===== src/rtl/alu_op_issuer.sv =====
// rtl/alu_op_issuer.sv - RV32I execute-stage issuer driving ALU operands/control into writeback or branch redirect
module alu_op_issuer #(
    parameter int XLEN       = 32,
    parameter bit SHAMT_MASK = 1'b1
) (
    input  logic            clk,
    input  logic            rst_n,
    input  logic            id_valid,
    output logic            id_ready,
    input  logic [31:0]     id_instr,
    input  logic [XLEN-1:0] id_pc,
    input  logic [XLEN-1:0] id_rs1_data,
    input  logic [XLEN-1:0] id_rs2_data,
    output logic [XLEN-1:0] ex_scr_a,
    output logic [XLEN-1:0] ex_scr_b,
    output logic [3:0]      ex_alu_control,
    output logic [1:0]      ex_equal_comp,
    input  logic [XLEN-1:0] alu_result,
    input  logic            alu_zero,
    input  logic            wb_ready,
    output logic            wb_valid,
    output logic [4:0]      wb_rd,
    output logic [XLEN-1:0] wb_data,
    output logic            br_taken,
    output logic [XLEN-1:0] br_target,
    output logic            ill_instr
);
    localparam logic [1:0] ST_EMPTY = 2'd0;
    localparam logic [1:0] ST_HOLD  = 2'd1;
    localparam logic [1:0] ST_BR    = 2'd2;

    localparam logic [6:0] OPC_OP     = 7'b0110011;
    localparam logic [6:0] OPC_OP_IMM = 7'b0010011;
    localparam logic [6:0] OPC_BRANCH = 7'b1100011;
    localparam logic [6:0] OPC_LUI    = 7'b0110111;
    localparam logic [6:0] OPC_AUIPC  = 7'b0010111;

    localparam logic [3:0] ALU_AND  = 4'b0000;
    localparam logic [3:0] ALU_OR   = 4'b0001;
    localparam logic [3:0] ALU_ADD  = 4'b0010;
    localparam logic [3:0] ALU_XOR  = 4'b0011;
    localparam logic [3:0] ALU_SLL  = 4'b0100;
    localparam logic [3:0] ALU_SLT  = 4'b0101;
    localparam logic [3:0] ALU_SUB  = 4'b0110;
    localparam logic [3:0] ALU_SLTU = 4'b0111;
    localparam logic [3:0] ALU_SRL  = 4'b1000;
    localparam logic [3:0] ALU_SRA  = 4'b1001;

    logic [1:0]      state_q, state_d;
    logic [XLEN-1:0] ex_scr_a_q, ex_scr_b_q, ex_target_q;
    logic [3:0]      ex_alu_control_q;
    logic [1:0]      ex_equal_comp_q;
    logic [4:0]      ex_rd_q;
    logic            ex_branch_q;
    logic            wb_valid_q, br_taken_q, ill_instr_q;
    logic [4:0]      wb_rd_q;
    logic [XLEN-1:0] wb_data_q, br_target_q;

    logic [6:0]      opcode;
    logic [2:0]      funct3;
    logic [XLEN-1:0] imm_i, imm_u, imm_b;
    logic            dec_ok, dec_branch, dec_shift;
    logic [3:0]      dec_ctrl;
    logic [1:0]      dec_eq;
    logic [XLEN-1:0] dec_a, dec_b;
    logic            accept, load, retire;

    // SUB only exists in the register form; for OP-IMM bit 30 is immediate data.
    function automatic logic [3:0] f3_ctrl(input logic [2:0] f3, input logic alt, input logic is_reg);
        case (f3)
            3'b000:  f3_ctrl = (alt && is_reg) ? ALU_SUB : ALU_ADD;
            3'b001:  f3_ctrl = ALU_SLL;
            3'b010:  f3_ctrl = ALU_SLT;
            3'b011:  f3_ctrl = ALU_SLTU;
            3'b100:  f3_ctrl = ALU_XOR;
            3'b101:  f3_ctrl = alt ? ALU_SRA : ALU_SRL;
            3'b110:  f3_ctrl = ALU_OR;
            default: f3_ctrl = ALU_AND;
        endcase
    endfunction

    assign opcode = id_instr[6:0];
    assign funct3 = id_instr[14:12];
    assign imm_i  = {{(XLEN-12){id_instr[31]}}, id_instr[31:20]};
    assign imm_u  = {id_instr[31:12], 12'b0};
    assign imm_b  = {{(XLEN-12){id_instr[31]}}, id_instr[7], id_instr[30:25], id_instr[11:8], 1'b0};

    always_comb begin
        dec_ok     = 1'b1;
        dec_branch = 1'b0;
        dec_shift  = (funct3 == 3'b001) || (funct3 == 3'b101);
        dec_ctrl   = ALU_ADD;
        dec_eq     = 2'b00;
        dec_a      = id_rs1_data;
        dec_b      = id_rs2_data;
        case (opcode)
            OPC_OP: begin
                dec_ctrl = f3_ctrl(funct3, id_instr[30], 1'b1);
            end
            OPC_OP_IMM: begin
                dec_ctrl = f3_ctrl(funct3, id_instr[30], 1'b0);
                dec_b    = dec_shift ? {{(XLEN-5){1'b0}}, id_instr[24:20]} : imm_i;
            end
            OPC_LUI: begin
                dec_shift = 1'b0;
                dec_a     = '0;
                dec_b     = imm_u;
            end
            OPC_AUIPC: begin
                dec_shift = 1'b0;
                dec_a     = id_pc;
                dec_b     = imm_u;
            end
            OPC_BRANCH: begin
                dec_shift  = 1'b0;
                dec_branch = 1'b1;
                dec_ok     = (funct3[2:1] != 2'b01);
                dec_eq     = {~funct3[0], 1'b1};
                case (funct3[2:1])
                    2'b00:   dec_ctrl = ALU_XOR;
                    2'b10:   dec_ctrl = ALU_SLT;
                    default: dec_ctrl = ALU_SLTU;
                endcase
            end
            default: begin
                dec_ok    = 1'b0;
                dec_shift = 1'b0;
            end
        endcase
        if (SHAMT_MASK && dec_shift) begin
            dec_b = {{(XLEN-5){1'b0}}, dec_b[4:0]};
        end
    end

    assign retire   = (state_q == ST_HOLD) && !ex_branch_q && wb_ready;
    assign id_ready = (state_q == ST_EMPTY) || retire;
    assign accept   = id_valid && id_ready;
    assign load     = accept && dec_ok;

    always_comb begin
        state_d = state_q;
        case (state_q)
            ST_EMPTY: if (load) state_d = ST_HOLD;
            ST_HOLD: begin
                if (ex_branch_q) begin
                    state_d = ST_BR;
                end else if (wb_ready) begin
                    state_d = load ? ST_HOLD : ST_EMPTY;
                end
            end
            default: state_d = ST_EMPTY;
        endcase
    end

    always_ff @(posedge clk) begin
        if (!rst_n) begin
            state_q          <= ST_EMPTY;
            ex_scr_a_q       <= '0;
            ex_scr_b_q       <= '0;
            ex_target_q      <= '0;
            ex_alu_control_q <= '0;
            ex_equal_comp_q  <= '0;
            ex_rd_q          <= '0;
            ex_branch_q      <= 1'b0;
            wb_valid_q       <= 1'b0;
            wb_rd_q          <= '0;
            wb_data_q        <= '0;
            br_taken_q       <= 1'b0;
            br_target_q      <= '0;
            ill_instr_q      <= 1'b0;
        end else begin
            state_q     <= state_d;
            wb_valid_q  <= 1'b0;
            br_taken_q  <= 1'b0;
            ill_instr_q <= accept && !dec_ok;
            if (retire) begin
                wb_valid_q <= (ex_rd_q != 5'd0);
                wb_rd_q    <= ex_rd_q;
                wb_data_q  <= alu_result;
            end
            // The branch condition is sampled on the HOLD->BR edge and redirected during BR.
            if ((state_q == ST_HOLD) && ex_branch_q) begin
                br_taken_q  <= alu_zero;
                br_target_q <= ex_target_q;
            end
            if (load) begin
                ex_scr_a_q       <= dec_a;
                ex_scr_b_q       <= dec_b;
                ex_target_q      <= id_pc + imm_b;
                ex_alu_control_q <= dec_ctrl;
                ex_equal_comp_q  <= dec_eq;
                ex_rd_q          <= id_instr[11:7];
                ex_branch_q      <= dec_branch;
            end
        end
    end

    assign ex_scr_a       = ex_scr_a_q;
    assign ex_scr_b       = ex_scr_b_q;
    assign ex_alu_control = ex_alu_control_q;
    assign ex_equal_comp  = ex_equal_comp_q;
    assign wb_valid       = wb_valid_q;
    assign wb_rd          = wb_rd_q;
    assign wb_data        = wb_data_q;
    assign br_taken       = br_taken_q;
    assign br_target      = br_target_q;
    assign ill_instr      = ill_instr_q;
endmodule


===== config.mk =====
export PLATFORM = sky130hd
export DESIGN_NAME = alu_op_issuer
export DESIGN_NICKNAME = d
export VERILOG_FILES = /design/src/rtl/alu_op_issuer.sv
export SDC_FILE = /design/constraint.sdc
export NUM_CORES = 1
export LEC_CHECK = 0
export ABC_AREA = 1
export CAP_MARGIN = 20
export CORE_MARGIN = 2
export CORE_UTILIZATION = 51
export CTS_CLUSTER_DIAMETER = 120
export CTS_CLUSTER_SIZE = 24
export DETAILED_ROUTE_END_ITERATION = 10
export PLACE_DENSITY = 0.88
export SKIP_CTS_REPAIR_TIMING = 1
export SLEW_MARGIN = 20
export SYNTH_ARGS = -nofsm -noshare
export SYNTH_HDL_FRONTEND = slang
export SYNTH_SLANG_ARGS = --single-unit

===== constraint.sdc =====
create_clock -name clk -period 5.4 [get_ports clk]
set_clock_uncertainty 0.1 [all_clocks]
set_input_delay 0.54 -clock clk [delete_from_list [all_inputs] [get_ports clk]]
set_output_delay 0.54 -clock clk [all_outputs]
set_load 0.05 [all_outputs]

==> run summary, run 1 <==
DP Cell Count: 1917
Slew of the pin with the lowest slew margin: 1140 ps
Worst r2r path cells: 11
Detail Route Antenna Nets: 0
Status: finished clean
CTS tree: built
Highest clock rate: 0.299 GHz
Non-filler cells, final: 1949
Die W: 140 um
Max Cap Viol: 0
Vias in the first global route: 9774
CP Launch Point: id_instr[5]
Syn Inst Count: 1451
Final WS setup: 2050 ps
Asr flop ratio synth: 0%
Die area: 19700 um^2
Crit-path max FO: 108
First-pass GRT wire length: 50400 um
Crit path capture type: flip-flop
Clock Sinks: 181
Via/cell ratio: 5.39
Initial core utilization: 52.4%
CP peak stage delay: 1000 ps
Endpoints failing setup: 0
Crit-path cells: clkdlybuf4s50_1, nand3_2, nor2_4, o21ai_2, nand2_2, nand2_4, inv_4, nor2_1, nor2_1, nand2_1, inv_1
Cell depth of the worst setup path: 11
Top cell type's share of synthesized area: 38.1%
HPWL after DPL: 24500 um
Wire per inst: 17.0 um
Critical path arrival: 3640 ps
Tot Pwr: 3.15 mW
H-tree depth: 4
Reg2reg start: state_q[0]
Final Hold Viols: 0
Tcrit/Tclk final: 62.0%
Largest net degree at the start of global routing: 109
VDD IR max: 0.000229 V
Yosys top cell by area: dfxtp_1
CP top delay family: buffers and inverters
Drt first pass iters: 5
Fin area: 13100 um^2
Clk pin slew, worst setup/hold paths: 70 ps
Setup TNS Final: 0 ps
Seq/Total Area, Yosys: 38.1%
Worst min-delay path class: flip-flop to flip-flop
GPL Wtd Cong: 0.983
Share of cells above drive strength 1: 3.43%
Area contributors post-synth: dfxtp_1 38%, nand2_1 12%, nor2_1 10%
Power Density: 240 nW/um^2
Initial DRC Count: 818
Filler cells: 1497
DRC: 0
EDFF count, synth: 0
Synth unique cells: 39
Pleak: 5.71 nW
Syn_nets: 1647
Critical path class: input pin to flip-flop
Root buffer cell: clkbuf_16
Tmin final: 3350 ps
RSZ-0062 raised after global routing: false
DRT Wirelength: 33200 um
Vias: 10502
CP dominant cell by count: nor2_1
CTS Buf Count: 17
Core Region: 18100 um^2
GRT Resource Usage Total: 32.4%
Post-synth top cells: 309 x nand2_1, 256 x nor2_1, 181 x dfxtp_1, 162 x inv_1, 154 x o21ai_0
Port bufs: 307
Slew HR: 23.7%
Register area: 3620 um^2
Grt ovf: 0
Area post-placement: 12500 um^2
Antenna violations before repair: 3
Slack of the worst reg-to-reg path: 2070 ps
HP Start: ex_scr_b[23]
Synth warnings: 0
Nets: 1903
WP data required: 5690 ps
Antenna diodes: 0
Area of the multi-input gates: 4870 um^2
Worst Path Buf+Inv: 3
Slowest cell on the critical path: inv_4
Io pins: 308
Type of origin of the critical path: input pin
Mapped cell area: 9500 um^2
Clock Latency Late Sink: 440 ps
Top-count cell post-synth: nand2_1
Number of synthesized register bits: 181
Pins Over Slew Limit: 0
Avg Inst Size Synth: 6.55 um^2
Worst Hold Path Cells: 2
Dpl ws: 1700 ps
Layout Area Growth over Synthesis: 37.8%
Chip height: 140 um
Row Count: 49
Ys flop type: dfxtp_1
CTS Buffer Depth: 2
worst min-delay path: stages, from the launching register on:
cell and delay (ps):
dfxtp_1 310, nand2_1 60, a21oi_1 60
sequential cells by signal (all words and copies together) (netlist names):
name,cells
wb_data,32
ex_equal_comp,2
wb_valid,1
wb_rd,5
br_target,32
ex_rd_q,5
ex_scr_a,32
ex_alu_control,4
ill_instr,1
state_q,2
ex_scr_b,32
br_taken,1
ex_target_q,32
layout by cell type (no fill, tap or decap), types with 2 or more instances in the layout:
| cell | netlist | routed |
|---|---|---|
| o21bai_1 | 3 | 3 |
| nand2_2 | 1 | 2 |
| xnor2_1 | 6 | 6 |
| dfxtp_1 | 181 | 181 |
| nor3_1 | 6 | 6 |
| nor2_1 | 256 | 256 |
| a211oi_1 | 3 | 3 |
| clkdlybuf4s50_1 | 0 | 306 |
| clkinv_4 | 0 | 2 |
| xor2_1 | 9 | 9 |
| a21oi_1 | 131 | 131 |
| inv_8 | 0 | 6 |
| nor2_2 | 3 | 2 |
| clkinv_1 | 2 | 2 |
| nand2_1 | 309 | 308 |
| clkbuf_16 | 0 | 17 |
| inv_1 | 162 | 158 |
| a22oi_1 | 5 | 5 |
| ha_1 | 30 | 30 |
| a31oi_1 | 2 | 2 |
| nand3_1 | 91 | 91 |
| or2_2 | 2 | 2 |
| inv_6 | 0 | 3 |
| o21ai_0 | 154 | 154 |
| buf_4 | 12 | 4 |
| clkinvlp_4 | 0 | 2 |
| inv_2 | 0 | 3 |
| and2_1 | 2 | 2 |
| o21ai_1 | 2 | 2 |
| nor2_4 | 4 | 5 |
| nand3_2 | 3 | 3 |
power breakdown:
group          internal, mW  switching [mW]
clock network         0.672           0.593
logic                 0.224           0.304
registers              1.35         0.00670
area by class of cell:
type	instances	area share, %
repair buffers	310	23.6
clock inverters	14	1.19
well taps	229	2.19
clock buffers	18	3.35
multi-input cells	1032	37.2
flip-flops and latches	181	27.7
inverters	165	4.76
cells by family after synthesis:
| logic type | Yosys count | synth area share [%] |
|---|---|---|
| compound gates | 305 | 16.6 |
| xor+xnor | 15 | 1.38 |
| fa+ha+maj | 31 | 4.16 |
| buf+inv | 238 | 10.6 |
| flops | 181 | 38.1 |
| simple gates | 681 | 29.1 |
path summary, 6_finish.rpt:
| check | to |
|---|---|
| worst max-delay path | ex_target_q[31] |
| worst min-delay path | ex_scr_b[23] |
| worst max register to register | ex_target_q[31] |
| worst min register to register | ex_scr_b[23] |
routing by layer:
metal	wire length, um	vias to the layer above	GRT usage (%)
met5	34	-	0
met4	1710	6	16.2
met3	2320	112	7.28
met2	16400	453	58.0
met1	12700	4791	36.2
li1	-	5140	-
stage by stage:
step | hold slack [ps] | util, %
floorplan | 349 | -
global placement | 350 | 68.9
detailed placement | 356 | 68.9
CTS | 368 | 72.1
global route | 385 | 72.2
finish | 368 | 72.2
(Power assumes the default switching activity.)
==> inputs of run 2 (changes only) <==
CORE_UTILIZATION = 42   (was 51)
PLACE_DENSITY = 0.78   (was 0.88)
clock period = 2.8 ns   (was 5.4 ns; I/O delays follow)
==> run 2 against run 1 <==
- sequential power is 93% higher
- critical path type unchanged
- clock power is 98% higher
- design area is 2.5% higher
- non-clock buffer count is 19 higher
- largest power group unchanged
- count of clock-buffer cells in the layout is 1 lower
- power is 96% higher
- highest routed layer unchanged
- sequential share of layout area is 0.68 points lower
- cell count is 4.0% higher
- sequential cell count stayed put
- first-iteration DRC count is 24% lower
- setup slack worse by 1500 ps
- critical endpoint is now ex_target_q[21]
==> run summary, run 2 (same netlist as run 1, synthesis figures left out) <==
Endpoints failing setup: 0
Core Region: 22400 um^2
Layout Area Growth over Synthesis: 41.3%
First-pass GRT wire length: 51300 um
Slew of the pin with the lowest slew margin: 654 ps
Drt first pass iters: 5
Share of cells above drive strength 1: 4.31%
Chip height: 154 um
RSZ-0062 raised after global routing: false
Clock Latency Late Sink: 440 ps
Vias: 10398
DRC: 0
Largest net degree at the start of global routing: 80
Row Count: 55
Pins Over Slew Limit: 0
Initial core utilization: 42.4%
Detail Route Antenna Nets: 0
Wire per inst: 16.6 um
Setup TNS Final: 0 ps
Die area: 23800 um^2
Initial DRC Count: 622
Clk pin slew, worst setup/hold paths: 80 ps
Vias in the first global route: 9835
WP data required: 3050 ps
Pleak: 5.86 nW
Power Density: 460 nW/um^2
Highest clock rate: 0.445 GHz
GRT Resource Usage Total: 27.3%
Clock Sinks: 181
Critical path class: input pin to flip-flop
DP Cell Count: 1992
Type of origin of the critical path: input pin
GPL Wtd Cong: 0.979
Root buffer cell: clkbuf_16
Critical path arrival: 2500 ps
Worst min-delay path class: input pin to flip-flop
Non-filler cells, final: 2026
Via/cell ratio: 5.13
Nets: 1922
Final Hold Viols: 0
H-tree depth: 4
Filler cells: 2130
Antenna violations before repair: 3
Port bufs: 307
CTS Buf Count: 17
CTS tree: built
Most frequent cells in the layout: 309 x nand2_1, 305 x clkdlybuf4s50_1, 256 x nor2_1, 181 x dfxtp_1, 162 x inv_1
Tcrit/Tclk final: 80.3%
Max Cap Viol: 0
Crit-path max FO: 4
Io pins: 308
DRT Wirelength: 33700 um
Crit path capture type: flip-flop
VDD IR max: 0.000343 V
Slew HR: 56.3%
Commonest non-fill, non-tap cell in the layout: nand2_1
CTS Buffer Depth: 2
Status: finished clean
HPWL after DPL: 26000 um
Tmin final: 2250 ps
Grt ovf: 0
Die W: 154 um
[run 2: cell types whose count changed in the layout (fill, tap and decap cells not counted), sizes merged]
cell / previous run / this run
clkbuf: 18 / 17
clkinv: 5 / 8
clkinvlp: 2 / 0
diode: 0 / 2
clkdlybuf4s50: 306 / 305
buf: 4 / 24
inv: 171 / 172
bufinv: 1 / 0
[run 2: worst max-delay path, cell delays in order]
cell and delay (ps):
clkdlybuf4s50_1 470, ha_1 260, fa_1 450, nand3_1 110, nand3_1 140, nand3_1 110, nand3_1 190, nand3_1 190
nand2_1 60, nand2_1 50, nand3_1 60, nand2_1 70, inv_1 40
[run 2: report_power, final]
group          switching (mW)  internal, mW  leakage, nW
clock network            1.28          1.25        0.305
registers              0.0129          2.60         1.46
logic                   0.591         0.443         4.09
[run 2: routing by layer]
layer | up-vias | GRT usage [%] | wire length, um
li1 | 5173 | - | -
met1 | 4773 | 30.9 | 13000
met2 | 369 | 49.2 | 16900
met3 | 79 | 6.78 | 2290
met4 | 4 | 10.8 | 1400
met5 | - | 0 | 28
[run 2: area by class of cell]
cell class                      instances  area [um^2]  area share [%]
Timing Repair Buffer                  329         3310            24.6
Antenna cell                            2         5.00          0.0373
Clock buffer                           17          425            3.17
Inverter                              165          622            4.63
Multi-Input combinational cell       1032         4870            36.3
Clock inverter                         15          211            1.58
Sequential cell                       181         3620            27.0
Tap cell                              285          357            2.66
[run 2: path summary, 6_finish.rpt]
kind	start	cells after the start	slack, ps	to
setup reg to reg	state_q[1]	7	840	ex_scr_b[4]
hold reg to reg	ex_scr_b[31]	2	370	ex_scr_b[31]
hold / removal	rst_n	3	230	ex_scr_a[5]
setup / recovery	id_pc[1]	13	550	ex_target_q[21]
[run 2: metrics by stage]
stage	hold WS, ps	area, um^2	utilization [%]	setup WS [ps]	power [mW]
2_1_floorplan	328	9500	-	904	3.22
5_1_grt	247	13400	59.8	400	6.43
4_1_cts	208	13400	59.8	557	6.22
3_5_place_dp	356	12800	57.0	78.0	3.70
6_report	233	13400	59.8	552	6.17
3_3_place_gp	353	12800	57.0	72.2	3.69
